[src/rtl/regfile_write_ctrl_if.sv]
// Write-request / storage-drive / hazard-query bundle for regfile_write_ctrl.
// The master side issues requests and queries; the slave side is the controller.
interface regfile_write_ctrl_if #(
    parameter int unsigned NUM_REGS = 32,
    parameter int unsigned DATA_W   = 64,
    parameter int unsigned ADDR_W   = 5
);
    logic                req_valid;
    logic                req_ready;
    logic [ADDR_W-1:0]   req_addr;
    logic [DATA_W-1:0]   req_data;
    logic [NUM_REGS-1:0] we_onehot;
    logic [DATA_W-1:0]   wr_data;
    logic [ADDR_W-1:0]   qry_addr;
    logic                qry_hit;
    logic                busy;
    logic                err_addr;

    modport master (
        output req_valid, req_addr, req_data, qry_addr,
        input  req_ready, we_onehot, wr_data, qry_hit, busy, err_addr
    );

    modport slave (
        input  req_valid, req_addr, req_data, qry_addr,
        output req_ready, we_onehot, wr_data, qry_hit, busy, err_addr
    );
endinterface

[src/rtl/regfile_write_ctrl.sv]
// Register-file write-port controller: queues write requests, drains one per cycle into a
// registered one-hot write-enable plus data bus, and answers "write to X still in flight?".
module regfile_write_ctrl #(
    parameter int unsigned NUM_REGS = 32,
    parameter int unsigned DATA_W   = 64,
    parameter int unsigned ADDR_W   = 5,
    parameter int unsigned DEPTH    = 4,
    parameter int unsigned ZERO_REG = 31
) (
    input logic            clk,
    input logic            reset,
    regfile_write_ctrl_if.slave bus
);
    localparam int unsigned PTR_W = $clog2(DEPTH);
    localparam int unsigned CNT_W = $clog2(DEPTH + 1);

    logic [ADDR_W-1:0]   mem_addr_q [DEPTH];
    logic [ADDR_W-1:0]   mem_addr_d [DEPTH];
    logic [DATA_W-1:0]   mem_data_q [DEPTH];
    logic [DATA_W-1:0]   mem_data_d [DEPTH];
    logic [PTR_W-1:0]    wr_ptr_q, wr_ptr_d;
    logic [PTR_W-1:0]    rd_ptr_q, rd_ptr_d;
    logic [CNT_W-1:0]    count_q, count_d;
    logic [NUM_REGS-1:0] we_onehot_q, we_onehot_d;
    logic [DATA_W-1:0]   wr_data_q, wr_data_d;
    logic                err_addr_q, err_addr_d;

    logic              in_range;
    logic              push_acc;
    logic              push;
    logic              pop;
    logic [ADDR_W-1:0] head_addr;
    logic [ADDR_W-1:0] zero_addr;

    assign zero_addr     = ADDR_W'(ZERO_REG);
    assign bus.req_ready = (count_q < CNT_W'(DEPTH));
    assign in_range      = (32'(bus.req_addr) < NUM_REGS);
    assign push_acc      = bus.req_valid && bus.req_ready;
    // Out-of-range requests complete the handshake but never enter the queue.
    assign push          = push_acc && in_range;
    assign pop           = (count_q != '0);
    assign head_addr     = mem_addr_q[rd_ptr_q];

    always_comb begin
        mem_addr_d  = mem_addr_q;
        mem_data_d  = mem_data_q;
        wr_ptr_d    = wr_ptr_q;
        rd_ptr_d    = rd_ptr_q;
        count_d     = count_q;
        we_onehot_d = '0;
        wr_data_d   = wr_data_q;
        err_addr_d  = err_addr_q | (push_acc && !in_range);

        if (push) begin
            mem_addr_d[wr_ptr_q] = bus.req_addr;
            mem_data_d[wr_ptr_q] = bus.req_data;
            wr_ptr_d             = wr_ptr_q + PTR_W'(1);
        end

        if (pop) begin
            rd_ptr_d  = rd_ptr_q + PTR_W'(1);
            wr_data_d = mem_data_q[rd_ptr_q];
            if (head_addr != zero_addr) begin
                we_onehot_d = NUM_REGS'(1) << head_addr;
            end
        end

        unique case ({push, pop})
            2'b10:   count_d = count_q + CNT_W'(1);
            2'b01:   count_d = count_q - CNT_W'(1);
            default: count_d = count_q;
        endcase
    end

    // Entry i is live when its distance from the read pointer is below count.
    always_comb begin
        logic             hit;
        logic [PTR_W-1:0] offset;
        hit    = 1'b0;
        offset = '0;
        for (int unsigned i = 0; i < DEPTH; i++) begin
            offset = PTR_W'(i) - rd_ptr_q;
            if ((CNT_W'(offset) < count_q) && (mem_addr_q[i] == bus.qry_addr)) begin
                hit = 1'b1;
            end
        end
        for (int unsigned i = 0; i < NUM_REGS; i++) begin
            if (we_onehot_q[i] && (32'(bus.qry_addr) == i)) begin
                hit = 1'b1;
            end
        end
        bus.qry_hit = hit && (bus.qry_addr != zero_addr);
    end

    assign bus.we_onehot = we_onehot_q;
    assign bus.wr_data   = wr_data_q;
    assign bus.err_addr  = err_addr_q;
    assign bus.busy      = (count_q != '0) || (|we_onehot_q);

    always_ff @(posedge clk) begin
        if (reset) begin
            for (int unsigned i = 0; i < DEPTH; i++) begin
                mem_addr_q[i] <= '0;
                mem_data_q[i] <= '0;
            end
            wr_ptr_q    <= '0;
            rd_ptr_q    <= '0;
            count_q     <= '0;
            we_onehot_q <= '0;
            wr_data_q   <= '0;
            err_addr_q  <= 1'b0;
        end else begin
            mem_addr_q  <= mem_addr_d;
            mem_data_q  <= mem_data_d;
            wr_ptr_q    <= wr_ptr_d;
            rd_ptr_q    <= rd_ptr_d;
            count_q     <= count_d;
            we_onehot_q <= we_onehot_d;
            wr_data_q   <= wr_data_d;
            err_addr_q  <= err_addr_d;
        end
    end
endmodule

[src/flat_wrapper.sv]
// flat-port wrapper written by rule: the top's interface ports become plain ports
module regfile_write_ctrl_flat 
#(
    parameter int unsigned NUM_REGS = 32,
    parameter int unsigned DATA_W   = 64,
    parameter int unsigned ADDR_W   = 5,
    parameter int unsigned DEPTH    = 4,
    parameter int unsigned ZERO_REG = 31
)
  (clk, reset, bus_req_valid, bus_req_addr, bus_req_data, bus_qry_addr, bus_req_ready, bus_we_onehot, bus_wr_data, bus_qry_hit, bus_busy, bus_err_addr);
  regfile_write_ctrl_if #(.NUM_REGS(NUM_REGS), .DATA_W(DATA_W), .ADDR_W(ADDR_W)) bus_i ();
  input logic clk;
  input logic reset;
  input wire logic [$bits(bus_i.req_valid)-1:0] bus_req_valid;
  input wire logic [$bits(bus_i.req_addr)-1:0] bus_req_addr;
  input wire logic [$bits(bus_i.req_data)-1:0] bus_req_data;
  input wire logic [$bits(bus_i.qry_addr)-1:0] bus_qry_addr;
  output wire logic [$bits(bus_i.req_ready)-1:0] bus_req_ready;
  output wire logic [$bits(bus_i.we_onehot)-1:0] bus_we_onehot;
  output wire logic [$bits(bus_i.wr_data)-1:0] bus_wr_data;
  output wire logic [$bits(bus_i.qry_hit)-1:0] bus_qry_hit;
  output wire logic [$bits(bus_i.busy)-1:0] bus_busy;
  output wire logic [$bits(bus_i.err_addr)-1:0] bus_err_addr;
  assign bus_i.req_valid = bus_req_valid;
  assign bus_i.req_addr = bus_req_addr;
  assign bus_i.req_data = bus_req_data;
  assign bus_i.qry_addr = bus_qry_addr;
  assign bus_req_ready = bus_i.req_ready;
  assign bus_we_onehot = bus_i.we_onehot;
  assign bus_wr_data = bus_i.wr_data;
  assign bus_qry_hit = bus_i.qry_hit;
  assign bus_busy = bus_i.busy;
  assign bus_err_addr = bus_i.err_addr;
  regfile_write_ctrl #(.NUM_REGS(NUM_REGS), .DATA_W(DATA_W), .ADDR_W(ADDR_W), .DEPTH(DEPTH), .ZERO_REG(ZERO_REG)) u_core (.clk(clk), .reset(reset), .bus(bus_i));
endmodule
[config.mk]
export PLATFORM = sky130hd
export DESIGN_NAME = regfile_write_ctrl_flat
export DESIGN_NICKNAME = d
export VERILOG_FILES = /design/src/rtl/regfile_write_ctrl_if.sv /design/src/rtl/regfile_write_ctrl.sv /design/src/flat_wrapper.sv
export SDC_FILE = /design/constraint.sdc
export NUM_CORES = 1
export LEC_CHECK = 0
export ABC_AREA = 0
export CORE_UTILIZATION = 57
export DETAILED_ROUTE_END_ITERATION = 6
export GPL_TIMING_DRIVEN = 0
export PLACE_DENSITY = 0.85
export SLEW_MARGIN = 20
export SYNTH_ARGS = -nofsm -noshare
export SYNTH_HDL_FRONTEND = slang
export SYNTH_SLANG_ARGS = --single-unit
export TNS_END_PERCENT = 1
[constraint.sdc]
create_clock -name clk -period 5 [get_ports clk]
set_input_delay 0.5 -clock clk [delete_from_list [all_inputs] [get_ports clk]]
set_output_delay 0.5 -clock clk [all_outputs]
set_load 0.01 [all_outputs]
==> flow_metrics.tcl <==
set metrics [dict create \
    drtIter0Drc 1613 \
    register_area_mm2 0.00759 \
    cts_resized 0 \
    gr-total-overflow 0 \
    fin_crit_ns 4.24 \
    first_global_vias 13900 \
    cts_tree "done" \
    netlist_area_mm2 0.0153 \
    switching_share_pct 32.1 \
    initial_utilization_pct 58.5 \
    clkSlewWorstSetupHoldPaths_ns 0.06 \
    clockBufferDepth 3 \
    hold_viol 0 \
    dr.pass1.iters 7 \
    port_buffers 170 \
    setup_violations 0 \
    yosys_warnings 0 \
    pre_cts_slack_ns 1.30 \
    routed_wirelength_um 44200 \
    startpoint_type "register" \
    clock_skew_ns 0.0213 \
    maxSlewHeadroom_pct 38.6 \
    core_area_mm2 0.0262 \
    vdd_drop_max_mv 0.251 \
    htreeDepth 2 \
    post-route-drc-count 20 \
    violations "DRC" \
    final_layout_size_suffix_gt1_share_pct 9.14 \
    dieArea_mm2 0.0276 \
    via_per_inst 5.85 \
    final_area_mm2 0.0188 \
    rsz0062_at_grt "false" \
    synth_seq_area_share_pct 49.5 \
    cts.sinks 379 \
    diodes 0 \
    layout.nets 2107 \
    ys_types 50 \
    fill_cells 1839 \
    post_cts_buffers 0 \
    cts_buffers 38 \
    fin_ws_ns 0.761 \
    critPathKind "register to output port" \
    grtUsageTotal_pct 31.7 \
    status "finished, violations left" \
    hold_slack_ns 0.452 \
    worstSetupEndpointType "output port" \
    ios 177 \
    num_vias 13900 \
    ys_ff_latch 379 \
    synth_cells 1809 \
    power_density_mw_per_mm2 473 \
    path_max_fanout 10 \
    hp-class "register to register" \
    tns_ns 0 \
    arrival_ns 3.74 \
    internal-power_w 0.00603 \
    synthToLayoutAreaGrowth_pct 22.5 \
    die_h_um 166 \
    min_period_over_period_pct 84.8 \
    ant_nets 0 \
    seqPwrFrac_pct 38.9 \
    clk_latency_ns 0.54 \
    pwr-share-clk_pct 33.5 \
    fmax_mhz 236 \
    gp_congestion 0.929 \
    rows 59 \
    finish.utilization_pct 71.7 \
    multi_input_area_mm2 0.00709 \
    die_w_um 166 \
    cts_hold_buf 0 \
    p_sw_w 0.00285 \
    hpwl_um 30000 \
    tightest_slew_ns 0.921 \
    cp.required_ns 4.50 \
    antenna_found_initial 0 \
    comb_power_share_pct 27.6 \
    synth_ff_type "dfxtp_1" \
    cap_violations 0 \
    grt_pass1_wl_um 70100 \
    async_reset_ff_share_pct 0 \
    avgSynthCellArea_um2 8.48 \
    leakage_nw 6.38 \
    dpl-instance-area_mm2 0.0175 \
    grt_max_degree 15 \
    wire_per_inst_um 18.6 \
    synth-edff-count 0 \
    maxSlewViolCount 0 \
    cts_root_buf "clkbuf_16" \
]
==> synth_stat cells (3+ instances only) <==
cell type / count / area (µm²)
a2111oi_0: 5 / 43.8
a21oi_1: 347 / 1740
and2_1: 4 / 25.0
buf_1: 8 / 30.0
buf_2: 38 / 190
buf_4: 8 / 60.1
clkbuf_1: 88 / 330
dfxtp_1: 379 / 7590
ha_1: 9 / 113
inv_1: 12 / 45.0
mux2i_1: 6 / 60.1
mux4_2: 70 / 1580
nand2_1: 698 / 2620
nand2b_1: 4 / 25.0
nand4_1: 7 / 43.8
nor2_1: 35 / 131
nor2b_1: 5 / 31.3
nor3_1: 7 / 35.0
nor3b_1: 5 / 37.5
nor4_1: 10 / 62.6
nor4b_1: 3 / 26.3
xnor2_1: 19 / 166
xor2_1: 7 / 61.3
==> routing by layer <==
layer  GRT usage [%]  share of wire, %  up-vias
met5               0                 0        -
met1            38.6                38     6570
li1                -                 -     6443
met3            5.27               8.9      147
met2            53.9                49      778
met4            16.8               4.5        0
==> final timing paths <==
path                           from                     end  slack, ns  depth (start not counted)
max              u_core.rd_ptr_q[0]             bus_qry_hit       0.76                         11
min          u_core.bus.wr_data[57]  u_core.bus.wr_data[57]       0.45                          2
max reg2reg       u_core.count_q[2]       u_core.count_q[2]       2.31                         10
min reg2reg  u_core.bus.wr_data[57]  u_core.bus.wr_data[57]       0.45                          2
==> state kept, by name, summed over array words and instances (netlist names) <==
| register | cells |
|---|---|
| u_core.mem_data_q | 256 |
| u_core.bus.wr_data | 64 |
| u_core.bus.we_onehot | 32 |
| u_core.mem_addr_q | 20 |
| u_core.count_q | 3 |
| u_core.rd_ptr_q | 2 |
| u_core.wr_ptr_q | 2 |
==> stage by stage <==
step | power [W] | cells
final | 0.00888 | 2382
after global routing | 0.00923 | 2382
after CTS | 0.00885 | 2382
after detailed placement | 0.00591 | 2315
after floorplan | 0.00507 | 1810
after global placement | 0.00582 | 2315
==> placed cells by master, fill, tap and decap left out, types with 8 or more instances in the layout <==
cell type and instances:
a21oi_1 347, buf_1 8, buf_2 38, buf_4 8, clkbuf_1 94, clkbuf_16 41
clkbuf_8 11, clkdlybuf4s50_1 170, dfxtp_1 379, ha_1 9, inv_1 12, mux4_2 70
nand2_1 698, nor2_1 35, nor4_1 10, xnor2_1 19
==> power groups by stage <==
stage          combinational [W]  sequential, W  clock, W
2_1_floorplan            0.00157        0.00350         0
3_3_place_gp             0.00233        0.00349         0
3_5_place_dp             0.00241        0.00351         0
4_1_cts                  0.00243        0.00344   0.00297
5_1_grt                  0.00264        0.00347   0.00311
6_report                 0.00245        0.00345   0.00297
==> cell families (layout without fill, tap and decap cells) <==
kind of cell	after synthesis	after routing	share of synthesized area [%]
adders and majority gates	10	10	0.865
xor gates and xnor gates	26	26	1.48
muxes	78	78	10.8
other	1	2	0.0245
buffers and inverters	155	392	4.30
and+or+nand+nor	797	797	20.8
AOI/OAI and AO/OA	363	363	12.2
DFF	379	379	49.5
==> final cells by class <==
cell class | instances | area share [%]
Sequential cell | 379 | 40.4
Multi-Input combinational cell | 1276 | 37.8
Timing Repair Buffer | 170 | 9.06
Clock buffer | 58 | 6.39
Buffer | 142 | 3.25
Tap cell | 335 | 2.23
Clock inverter | 9 | 0.640
Inverter | 13 | 0.260
==> worst max-delay path, cell delays in order (launching register included) <==
cell and delay [ns]:
dfxtp_1 0.37, buf_4 0.26, buf_4 0.27, buf_4 0.28, xnor2_1 0.18, inv_1 0.08, ha_1 0.30, nor3b_1 0.14
a2111oi_0 0.40, nor4_1 0.14, a2bb2oi_1 0.20, clkdlybuf4s50_1 0.57
Power figures use the tool's default switching activity.
